File: config.mk
export PLATFORM = sky130hd
export DESIGN_NAME = adc_ctrl
export DESIGN_NICKNAME = d
export VERILOG_FILES = /design/src/rtl/adc_ctrl.sv
export SDC_FILE = /design/constraint.sdc
export NUM_CORES = 1
export LEC_CHECK = 0
export BUFFER_PORTS_ARGS = -buffer_cell sky130_fd_sc_hd__buf_2
export CAP_MARGIN = 0
export CORE_ASPECT_RATIO = 0.9
export CORE_UTILIZATION = 55
export CTS_BUF_LIST = sky130_fd_sc_hd__clkbuf_16
export CTS_CLUSTER_DIAMETER = 30
export CTS_CLUSTER_SIZE = 14
export DETAILED_ROUTE_END_ITERATION = 7
export PLACE_DENSITY = 0.83
export SLEW_MARGIN = 10
export SYNTH_ARGS = -nofsm -noshare
export SYNTH_HDL_FRONTEND = slang
export SYNTH_SLANG_ARGS = --single-unit
export TNS_END_PERCENT = 20
File: constraint.sdc
create_clock -name clk -period 2 [get_ports clk]
set_input_delay 0.4 -clock clk [delete_from_list [all_inputs] [get_ports clk]]
set_output_delay 0.4 -clock clk [all_outputs]
set_load 0.02 [all_outputs]
File: src/rtl/adc_ctrl.sv
// rtl/adc_ctrl.sv - ADC sweep sequencer producing signed differential bitline results
//
// Ports:
//   clk          system clock
//   rst_n        asynchronous active-low reset
//   start        single-cycle sweep request (ignored while busy)
//   busy         high from accepted start until the output handshake completes
//   done         single-cycle pulse on the output handshake
//   adc_start    single-cycle conversion request to the macro
//   adc_done     single-cycle conversion-complete pulse from the macro
//   bl_sel       channel select to the macro
//   bl_data      ADC code of the selected channel
//   diff_data    packed signed differences, entry i at [i*(P_ADC_BITS+1) +: P_ADC_BITS+1]
//   diff_valid   diff_data valid, held until diff_ready
//   diff_ready   consumer accepts diff_data
//   timeout_err  sticky: a channel timed out during the current sweep

module adc_ctrl #(
    parameter int P_ADC_CHANNELS   = 20,
    parameter int P_NUM_OUTPUTS    = 10,
    parameter int P_ADC_BITS       = 8,
    parameter int P_TIMEOUT_CYCLES = 255
) (
    input  logic                                     clk,
    input  logic                                     rst_n,
    input  logic                                     start,
    output logic                                     busy,
    output logic                                     done,
    output logic                                     adc_start,
    input  logic                                     adc_done,
    output logic [$clog2(P_ADC_CHANNELS)-1:0]        bl_sel,
    input  logic [P_ADC_BITS-1:0]                    bl_data,
    output logic [P_NUM_OUTPUTS*(P_ADC_BITS+1)-1:0]  diff_data,
    output logic                                     diff_valid,
    input  logic                                     diff_ready,
    output logic                                     timeout_err
);

    localparam int SEL_W = $clog2(P_ADC_CHANNELS);
    localparam int TMO_W = $clog2(P_TIMEOUT_CYCLES);
    localparam int DW    = P_ADC_BITS + 1;

    localparam logic [SEL_W-1:0] LAST_IDX = SEL_W'(P_ADC_CHANNELS - 1);
    localparam logic [TMO_W-1:0] TMO_LAST = TMO_W'(P_TIMEOUT_CYCLES - 1);

    localparam logic [2:0] S_IDLE   = 3'd0;
    localparam logic [2:0] S_SAMPLE = 3'd1;
    localparam logic [2:0] S_WAIT   = 3'd2;
    localparam logic [2:0] S_DIFF   = 3'd3;
    localparam logic [2:0] S_OUT    = 3'd4;

    logic [2:0]                        state_q, state_d;
    logic [SEL_W-1:0]                  idx_q, idx_d;
    logic [TMO_W-1:0]                  tmo_q, tmo_d;
    logic                              terr_q, terr_d;
    logic [P_NUM_OUTPUTS*DW-1:0]       diff_q, diff_d;
    logic [P_ADC_BITS-1:0]             raw_q [P_ADC_CHANNELS];

    logic                              raw_we;
    logic [P_ADC_BITS-1:0]             raw_wdata;
    logic                              chan_end;

    always_comb begin
        state_d   = state_q;
        idx_d     = idx_q;
        tmo_d     = tmo_q;
        terr_d    = terr_q;
        diff_d    = diff_q;
        raw_we    = 1'b0;
        raw_wdata = '0;
        chan_end  = 1'b0;

        case (state_q)
            S_IDLE: begin
                if (start) begin
                    terr_d  = 1'b0;
                    idx_d   = '0;
                    state_d = S_SAMPLE;
                end
            end

            S_SAMPLE: begin
                tmo_d   = '0;
                state_d = S_WAIT;
            end

            S_WAIT: begin
                // A conversion that lands on the last timeout cycle still wins.
                if (adc_done) begin
                    raw_we    = 1'b1;
                    raw_wdata = bl_data;
                    chan_end  = 1'b1;
                end else if (tmo_q == TMO_LAST) begin
                    raw_we    = 1'b1;
                    raw_wdata = '0;
                    terr_d    = 1'b1;
                    chan_end  = 1'b1;
                end else begin
                    tmo_d = tmo_q + TMO_W'(1);
                end

                if (chan_end) begin
                    if (idx_q == LAST_IDX) begin
                        state_d = S_DIFF;
                    end else begin
                        idx_d   = idx_q + SEL_W'(1);
                        state_d = S_SAMPLE;
                    end
                end
            end

            S_DIFF: begin
                // Zero-extend both codes so the 9-bit difference covers -255..+255.
                for (int i = 0; i < P_NUM_OUTPUTS; i++) begin
                    diff_d[i*DW +: DW] = $signed({1'b0, raw_q[i]})
                                       - $signed({1'b0, raw_q[i+P_NUM_OUTPUTS]});
                end
                state_d = S_OUT;
            end

            S_OUT: begin
                if (diff_ready) begin
                    state_d = S_IDLE;
                end
            end

            default: state_d = S_IDLE;
        endcase
    end

    always_ff @(posedge clk or negedge rst_n) begin
        if (!rst_n) begin
            state_q <= S_IDLE;
            idx_q   <= '0;
            tmo_q   <= '0;
            terr_q  <= 1'b0;
            diff_q  <= '0;
        end else begin
            state_q <= state_d;
            idx_q   <= idx_d;
            tmo_q   <= tmo_d;
            terr_q  <= terr_d;
            diff_q  <= diff_d;
        end
    end

    always_ff @(posedge clk or negedge rst_n) begin
        if (!rst_n) begin
            for (int i = 0; i < P_ADC_CHANNELS; i++) begin
                raw_q[i] <= '0;
            end
        end else if (raw_we) begin
            raw_q[idx_q] <= raw_wdata;
        end
    end

    // Outputs decode straight from state so reset clears them immediately.
    assign busy        = (state_q != S_IDLE);
    assign adc_start   = (state_q == S_SAMPLE);
    assign bl_sel      = ((state_q == S_SAMPLE) || (state_q == S_WAIT)) ? idx_q : '0;
    assign diff_valid  = (state_q == S_OUT);
    assign done        = (state_q == S_OUT) && diff_ready;
    assign diff_data   = diff_q;
    assign timeout_err = terr_q;

`ifndef SYNTHESIS
    a_start_single: assert property (@(posedge clk) disable iff (!rst_n)
        adc_start |=> !adc_start);
    a_sel_range: assert property (@(posedge clk) disable iff (!rst_n)
        32'(bl_sel) < P_ADC_CHANNELS);
    a_diff_stable: assert property (@(posedge clk) disable iff (!rst_n)
        (diff_valid && !diff_ready) |=> $stable(diff_data));
`endif

endmodule

After elaboration in Yosys (flattened, before gate mapping) --
Cells that the tools add are included.
Storage, ports and cells: register bits after elaboration 267, bits in latches 0, memory bits (writable) 0, bits in read-only memories 0, memories 0
Cells by class: add/subtract/negate cells 12, multipliers 0, divide/modulo/power cells 0, magnitude comparators 2, equality and inequality tests 13, shifts and indexed selects 0, mux-type cells 26, bitwise gates (word level) 1, reductions and logical operators 11
Operators by type and width (count):
- 160-bit bitwise mux | 1
- 8-bit by 8-bit subtractor with 9-bit output | 10
- 8-bit demux with 5-bit select | 1
- 8-bit 2-to-1 mux | 5
- 5-bit 2-to-1 mux | 4
- 8-bit one-hot mux with 2 select lines | 1
- 3-bit one-hot mux with 5 select lines | 1
- 2-bit != test, second input constant | 6
- 5-bit one-hot mux with 2 select lines | 1
- 3-bit 2-to-1 mux | 3
- 8-bit by 1-bit adder with 8-bit output, second input constant | 1
- 8-bit == test, second input constant | 1
- 4-bit AND reduction | 2
- 1-bit 2-to-1 mux | 7
- 3-bit by 2-bit == test with 1-bit output, second input constant | 2
- 6-bit greater-or-equal comparator, second input constant | 1
- 6-bit by 1-bit less-than comparator with 1-bit output, second input constant | 1
- 5-bit NOT with 6-bit output | 1
- 3-bit AND reduction | 2
- 5-bit by 1-bit adder with 5-bit output, second input constant | 1
- 5-bit == test, second input constant | 1
- 2-bit nonzero test | 2
- 3-bit by 1-bit == test with 1-bit output, second input constant | 1
- 3-bit == test, second input constant | 1
- 7 further kinds | 8

Logic depth before layout (Yosys ltp) --
Gate-level depths: netlist (run 1).
word-level depth 6, mapped depth 9, depth with buffers taken out 9

Least setup slack after synthesis (run 1) --
No wires, ideal clock.
path type register to register, start register state_q[0], end register raw_q[100] (netlist bit), setup time 125 ps, data arrival time 1935 ps, setup slack -59 ps, stages on the path, launching flop included 8, cells stage by stage dfrtp_1 > buf_2 > nand2b_4 > or2_4 > buf_6 > nor4b_4 > nand3_2 > mux2_2
On the way: longest elaborated chain between the ends 3, elaborated cells on any way between the ends 4, classes of those cells eq/ne (1); mux (3)
RTL lines:
- from (decl) | line 52 | logic [2:0] state_q, state_d;
- from (signal assigned) | line 139 | state_q <= state_d;
- 3-bit by 2-bit == test with 1-bit output * | line 73 | case (state_q)
- 8-bit 2-to-1 mux | line 73
- 160-bit bitwise mux | line 153 | raw_q[idx_q] <= raw_wdata;
- to (signal, indexed assignment) | line 153
- to (decl) | line 57 | logic [P_ADC_BITS-1:0] raw_q [P_ADC_CHANNELS];
Mark *: on every way between the ends. The rest lies on a longest branch, timed or not. A chain may end at the register's enable or synchronous reset.

Worst setup path after layout (run 1) --
start register idx_q[4], end register raw_q[15] (netlist bit)
On the way: longest elaborated chain between the ends 6, elaborated cells on any way between the ends 7, classes of those cells order compare (2); mux (3); bitwise (1); reduce/logical (1)
RTL lines:
- from (decl) | line 53 | logic [SEL_W-1:0] idx_q, idx_d;
- from (signal assigned) | line 140 | idx_q <= idx_d;
- 5-bit NOT with 6-bit output (implied by the code) * | line 153
- 6-bit greater-or-equal comparator (implied by the code) or 6-bit by 1-bit less-than comparator with 1-bit output (tied branches) | line 153
- 1-bit logical AND (implied by the code) | line 153
- 8-bit 2-to-1 mux (implied by the code) | line 153
- 8-bit demux with 5-bit select * | line 153
- 160-bit bitwise mux * | line 153
Marks and branches as above.

==> summary.txt, run 1 <==
Run status
  • Outcome: finished, violations left
  • Failing checks: negative setup slack

STA
  • PnR worst setup slack: -0.150 ns
  • Final Skew: ~0.023 ns
  • Final min period: 2.15 ns
  • Worst relative slew slack: a little under three fifths
  • F_max: 0.465 GHz
  • Final Setup Violations: 31
  • Fin Setup TNS: -1.94 ns
  • Max Slew Vio Count: 0
  • RSZ-0062 raised after global routing: true
  • Worst-Margin Slew: 0.655 ns
  • Final Cycle Share: 107%
  • Final Hold Vio Count: 0
  • Hold_ws: 0.0546 ns

Global route
  • First-pass GRT wire length: between 50 and 60 mm
  • GRT Total Usage: 27.9%
  • Largest net degree at the start of global routing: 60
  • Grt ovf: 0
  • Vias in the first global route: 11,300
  • Antenna violations before repair: 0

Layout
  • Layout Cells excl Fill: about 1,900
  • Layout Area Growth over Synthesis: 25.3%
  • Commonest non-fill, non-tap cell in the layout: dfrtp_1
  • Layout cells sized above 1: 22.4%
  • FILL cells: 1,610
  • Util after Layout: 70.2%
  • Commonest cells after routing, fill and taps aside: dfrtp_1 (265), nand2_1 (206), o21ai_0 (195)
  • Nets: 1,680
  • # diodes: 0

Synthesis
  • Synth Flop Type: dfrtp_1
  • Yosys reg bits: 267
  • Syn avg cell area: ~10 um2
  • Synth warnings: 0
  • Share of the synthesized area in the top cell type: 49.1%
  • Post-Syn Instances: approximately 1,400
  • Post-synth EDFFs: 0
  • Unique masters post-synth: between 40 and 50
  • Synth area leaders: dfrtp_1 (49%), ha_1 (7.9%), o21ai_0 (7.3%)
  • Mapped cell area: ~14,000 um2
  • Sequential area share after synthesis: 49.1%
  • Syn_nets: 1,489
  • Asr flop ratio synth: 100%
  • Yosys top cell by area: dfrtp_1

Critical path
  • Startpoint Class: register
  • Crit-path max FO: 16
  • CP required: 2.44 ns
  • Critical path capture point type: register
  • Crit path kind: register to register
  • Crit path arrival time: 2.59 ns

CTS
  • Root buffer selected by CTS: clkbuf_16
  • CTS buffer count: between 50 and 60
  • CTS tree: yes
  • # clock sinks: 267
  • Clk buf depth: 3
  • # H-tree levels: 2
  • Worst-skew pair later-pin latency: 0.55 ns
  • Clock Pin Slew Worst Setup and Hold Paths: 0.05 ns

Pwr
  • Clock share of power: 45.4%
  • Switching share of power: 31.3%
  • Switching power: 0.00598 W
  • Worst vdd ir: 0.702 mV
  • Pleak: 8.32 nW
  • Combinational fraction of design power: 21.9%
  • PwrDens: 1120 nW/um2
  • Reg power frac: 32.7%
  • Cell-internal power: 0.0131 W

Routing
  • DRT antenna net count: 0
  • Final wirelength: 34.9 mm
  • Initial drt markers: between 900 and 1,000
  • DRC: 0
  • Via/cell ratio: 5.88
  • Routed wire length per instance: 18.2 um
  • Drt pass-1 iters: 5
  • Via count: 11,300

Placed design
  • Dpl ws: -0.0608 ns
  • RePlAce Congestion: 0.873
  • I/O Buffers: between 100 and 150
  • Dpl cells: 1,813
  • Post-DP HPWL: 22.7 mm

Floorplanning
  • Die ar.: between 20,000 and 30,000 um2
  • Core box area: 24,300 um2
  • Die W: ~170 um
  • I/O pin cnt: 113
  • Die Span Y: 151 um
  • Row cnt: 54
  • Initial Util: 56.0%

Run
  • Max-capacitance violation count: 0

Hold path
  • Worst Hold Class: input port to register
==> layer usage <==
| metal | global-route usage [%] | share of wire, % | vias to the layer above |
|---|---|---|---|
| met5 | 0 | 0 | - |
| met4 | 10.5 | 3.3 | 0 |
| met3 | 5.15 | 6.0 | 114 |
| met2 | 48.1 | 49 | 433 |
| met1 | 35.3 | 41 | 5484 |
| li1 | - | - | 5248 |
==> sequential cells by signal (all words and copies together) (netlist names) <==
signal / cells
diff_data: 90
idx_q: 5
raw_q: 160
state_q: 3
timeout_err: 1
tmo_q: 8
==> critical path, stage by stage (launching register included) <==
cell      delay, ns
dfrtp_1        0.57
nand2b_1       0.16
nor4_1         0.52
buf_4          0.24
nand3_1        0.11
buf_4          0.23
o21ai_0        0.23
==> cell usage after synthesis, types with 2 or more instances <==
| master | count |
|---|---|
| or4_1 | 11 |
| nor3_1 | 14 |
| nand2_1 | 206 |
| and2_1 | 3 |
| nand2b_1 | 34 |
| nor4b_4 | 2 |
| nand3_1 | 31 |
| a211oi_1 | 20 |
| o21ai_0 | 197 |
| a21o_1 | 3 |
| o21a_1 | 39 |
| dfrtp_1 | 267 |
| nor3b_1 | 21 |
| mux2_2 | 29 |
| nor4_1 | 11 |
| nor2b_1 | 9 |
| buf_2 | 2 |
| fa_1 | 10 |
| xnor2_1 | 2 |
| xor2_1 | 9 |
| nand4_1 | 10 |
| o31ai_1 | 41 |
| mux2i_1 | 36 |
| nand3_2 | 8 |
| a221oi_1 | 10 |
| ha_1 | 86 |
| a21oi_1 | 25 |
| and3_1 | 9 |
| nor2_1 | 51 |
| clkbuf_1 | 54 |
| a31oi_1 | 5 |
| inv_1 | 98 |
| a22o_1 | 12 |
| a211o_1 | 2 |
==> path summary, 6_finish.rpt <==
kind | from | to | slack (ns) | cells after the start
max | idx_q[4]$_DFFE_PN0P_ | raw_q[15]$_DFFE_PN0P_ | -0.15 | 6
min | diff_ready | state_q[2]$_DFFE_PN0P_ | 0.05 | 2
max reg2reg | idx_q[4]$_DFFE_PN0P_ | raw_q[15]$_DFFE_PN0P_ | -0.15 | 6
min reg2reg | diff_data[83]$_DFFE_PN0P_ | diff_data[83]$_DFFE_PN0P_ | 0.47 | 2
max in group asynchronous | rst_n | idx_q[3]$_DFFE_PN0P_ | 0.91 | 3
min in group asynchronous | rst_n | diff_data[11]$_DFFE_PN0P_ | 0.39 | 2
==> power by group through the flow <==
| stage | Sequential, W | Clock, W | Combinational (W) |
|---|---|---|---|
| after floorplan | 0.00670 | 0 | 0.00196 |
| after global placement | 0.00631 | 0 | 0.00371 |
| after detailed placement | 0.00632 | 0 | 0.00380 |
| after CTS | 0.00625 | 0.00874 | 0.00400 |
| after global routing | 0.00631 | 0.00903 | 0.00460 |
| final | 0.00625 | 0.00868 | 0.00418 |
==> logic make-up (layout without fill, tap and decap cells) <==
logic type               Yosys count  after routing  share of synthesized area [%]
flip-flops                       267            267                           49.1
adder cells (fa/ha/maj)           96             96                           9.39
AND/OR/NAND/NOR                  424            424                           15.3
AO/OA/AOI/OAI                    361            361                           16.1
XOR/XNOR                          11             11                          0.709
multiplexers                      65             65                           5.05
buffers and inverters            156            386                           4.38
==> layout make-up <==
type	instances	area (um2)	area share [%]
clock inverters	40	430	2.53
clock buffers	53	1330	7.78
flip-flops and latches	267	6680	39.2
repair buffers	195	1340	7.84
inverters	98	368	2.16
well taps	308	385	2.26
multi-input cells	957	6510	38.2
==> stage by stage <==
stage / total power [W] / cell area (um2)
after floorplan: 0.00866 / 13600
after global placement: 0.0100 / 14900
after detailed placement: 0.0101 / 14900
after CTS: 0.0190 / 16800
after global routing: 0.0199 / 17000
final: 0.0191 / 17000
==> timing repair <==
item,CTS,global route
buffers inserted,4,7
gates cloned,0,0
resized for setup,23,41
endpoints found under the hold margin,53,0
endpoints found under the setup margin,9,81
pin swaps,4,9
hold buffers,1,0
Note: power is estimated with default switching activity, not from simulation.
==> run 2, diff against run 1 <==
--- a/config.mk
+++ b/config.mk
@@ -5,7 +5,7 @@
 export SDC_FILE = /design/constraint.sdc
 export NUM_CORES = 1
 export LEC_CHECK = 0
-export BUFFER_PORTS_ARGS = -buffer_cell sky130_fd_sc_hd__buf_2
+export BUFFER_PORTS_ARGS = -buffer_cell sky130_fd_sc_hd__buf_4
 export CAP_MARGIN = 0
 export CORE_ASPECT_RATIO = 0.9
 export CORE_UTILIZATION = 55
==> run 2 against run 1 <==
Net effect:
- the run still ends with negative setup slack left
- global-route usage up 0.52 points
- via count is 0.47% lower
- register-to-register slack better by 0.11 ns
- die area unchanged
- first-iteration DRC count is 9.5% lower
- final cell count decreased by 0.73%
- combinational power increased by 4%
- core utilization up 0.13 points
- critical path type is now register to output pin
- largest power group unchanged
==> summary.txt, run 2 (synthesis gave the netlist of run 1 again) <==
Critical path
  • Reg2reg end: raw_q[44]$_DFFE_PN0P_
  • Critical path's top delay family: flip-flops
  • WP buf/inv: 3
  • R2R setup slack: -0.04 ns
  • Crit-path cells: inv_1, buf_4, nor2_4, buf_6
  • Max stage delay cell, worst path: dfrtp_1
  • CP required: approximately 1.6 ns
  • Slowest stage delay, CP: 0.57 ns
  • Critical path capture point type: output pin
  • Crit path kind: register to output pin
  • Startpoint Class: register
  • Critical path depth in cells: 4
  • Reg2reg path depth: 7
  • Crit-path max FO: 8
  • Worst R2R Start: state_q[1]$_DFFE_PN0P_
  • Crit path arrival time: 1.72 ns

Routing
  • Routed wire length per instance: 18.6 um
  • Initial drt markers: 884
  • Via count: 11,200
  • Final wirelength: 35.5 mm
  • Via/cell ratio: 5.90
  • DRT antenna net count: 0
  • DRC: 0
  • Drt pass-1 iters: 5

Run
  • Max-capacitance violation count: 0

Floorplanning
  • Die W: roughly 170 um
  • Initial Util: 56.0%
  • Row cnt: 54
  • Core box area: 24,300 um2
  • Die ar.: 25,400 um2
  • Die Span Y: between 150 and 200 um
  • I/O pin cnt: 113

Placed design
  • RePlAce Congestion: 0.856
  • Dpl cells: 1,810
  • Dpl ws: -0.0691 ns
  • Dpl cell area: around 15,000 um2
  • Post-DP HPWL: ~23 mm
  • I/O Buffers: 112

Layout
  • Layout Cells excl Fill: 1,904
  • Commonest non-fill, non-tap cell in the layout: dfrtp_1
  • Layout cells sized above 1: about 21%
  • Fin area: 17,100 um2
  • Commonest cells after routing, fill and taps aside: dfrtp_1 (265), nand2_1 (205), o21ai_0 (196)
  • Reg with most FFs: raw_q
  • Layout Area Growth over Synthesis: 25.6%
  • Util after Layout: 70.4%
  • Nets: 1,669
  • # diodes: 0
  • Largest register FFs: 160

Hold path
  • Hold Path Sink: state_q[2]$_DFFE_PN0P_
  • Hold Crit Depth: 2
  • Worst Hold Class: input port to register
  • Min-delay src: diff_ready

Pwr
  • Switching power: 0.00593 W
  • Worst vdd ir: 0.636 mV
  • Cell-internal power: 0.0126 W
  • Combinational fraction of design power: 23.5%
  • PwrDens: 1090 nW/um2
  • Pleak: between 8 and 9 nW
  • Clock share of power: 42.7%
  • Reg power frac: between 30% and 40%
  • Switching share of power: 32.0%

STA
  • Final min period: 2.12 ns
  • RSZ-0062 raised after global routing: true
  • PnR worst setup slack: -0.116 ns
  • Max Slew Vio Count: 0
  • Final Setup Violations: 20
  • Final Skew: 0.0247 ns
  • Worst-Margin Slew: 0.486 ns
  • Final Hold Vio Count: 0
  • Worst relative slew slack: approximately two thirds
  • Final Cycle Share: 106%
  • F_max: 0.473 GHz

Run status
  • Outcome: finished, violations left
  • Failing checks: negative setup slack

Global route
  • Antenna violations before repair: 0
  • Vias in the first global route: 11,400
  • Grt ovf: 0
  • First-pass GRT wire length: ~57 mm
  • GRT Total Usage: 28.5%
  • Largest net degree at the start of global routing: 58

CTS
  • # H-tree levels: 2
  • Worst-skew pair later-pin latency: 0.55 ns
  • Clk buf depth: 3
  • Clock Pin Slew Worst Setup and Hold Paths: 0.05 ns
  • Root buffer selected by CTS: clkbuf_16
  • # clock sinks: 267
  • CTS buffer count: 49
  • CTS tree: yes
## run 2: worst max path at each step
stage | startpoint | end | slack (ns)
final | idx_q[3]$_DFFE_PN0P_ | bl_sel[3] | -0.12
after global routing | state_q[1]$_DFFE_PN0P_ | bl_sel[0] | -0.16
after CTS | state_q[1]$_DFFE_PN0P_ | bl_sel[3] | -0.14
after detailed placement | raw_q[80]$_DFFE_PN0P_ | diff_data[89]$_DFFE_PN0P_ | -0.07
after global placement | state_q[0]$_DFFE_PN0P_ | raw_q[99]$_DFFE_PN0P_ | 0.009
after floorplan | state_q[0]$_DFFE_PN0P_ | raw_q[100]$_DFFE_PN0P_ | -0.04
## run 2: worst register-to-register path: cells and delay by family, from the launching register on
kind	cells	cell delay (ns)
and+or+nand+nor	4	1.08
DFF	1	0.36
buffers and inverters	2	0.35
muxes	1	0.18
## run 2: through the flow
stage | hold WS, ns | setup TNS (ns) | total power [W]
detailed placement | 0.374 | -0.193 | 0.0104
CTS | 0.112 | -2.65 | 0.0185
floorplan | 0.104 | -0.563 | 0.00866
finish | 0.125 | -0.633 | 0.0185
global placement | 0.372 | 0 | 0.0103
global route | 0.135 | -3.26 | 0.0193
## run 2: what timing repair did
action | 4_1_cts | 5_1_grt
hold buffers | 1 | 0
endpoints found under the setup margin | 34 | 80
buffers inserted | 3 | 3
gates resized for setup | 20 | 35
pin swaps | 3 | 10
hold endpoints to repair | 50 | 0
## run 2: final cells by class
class,count,area (um2)
Fill cell,1632,7190
Clock buffer,50,1250
Inverter,98,370
Clock inverter,37,342
Sequential cell,267,6680
Multi-Input combinational cell,957,6490
Timing Repair Buffer,187,1550
Tap cell,308,385
## run 2: power by group through the flow
stage | combinational (W) | sequential [W] | clock (W)
detailed placement | 0.00404 | 0.00634 | 0
CTS | 0.00424 | 0.00626 | 0.00800
global route | 0.00474 | 0.00633 | 0.00828
finish | 0.00436 | 0.00626 | 0.00792
floorplan | 0.00196 | 0.00670 | 0
global placement | 0.00394 | 0.00632 | 0
## run 2: layer usage
layer | vias to the layer above | GRT usage [%] | share of wire [%]
met5 | - | 0 | 0
met4 | 0 | 12.2 | 3.6
met3 | 119 | 5.12 | 5.4
met2 | 411 | 48.4 | 49
met1 | 5470 | 36.0 | 42
li1 | 5226 | - | -
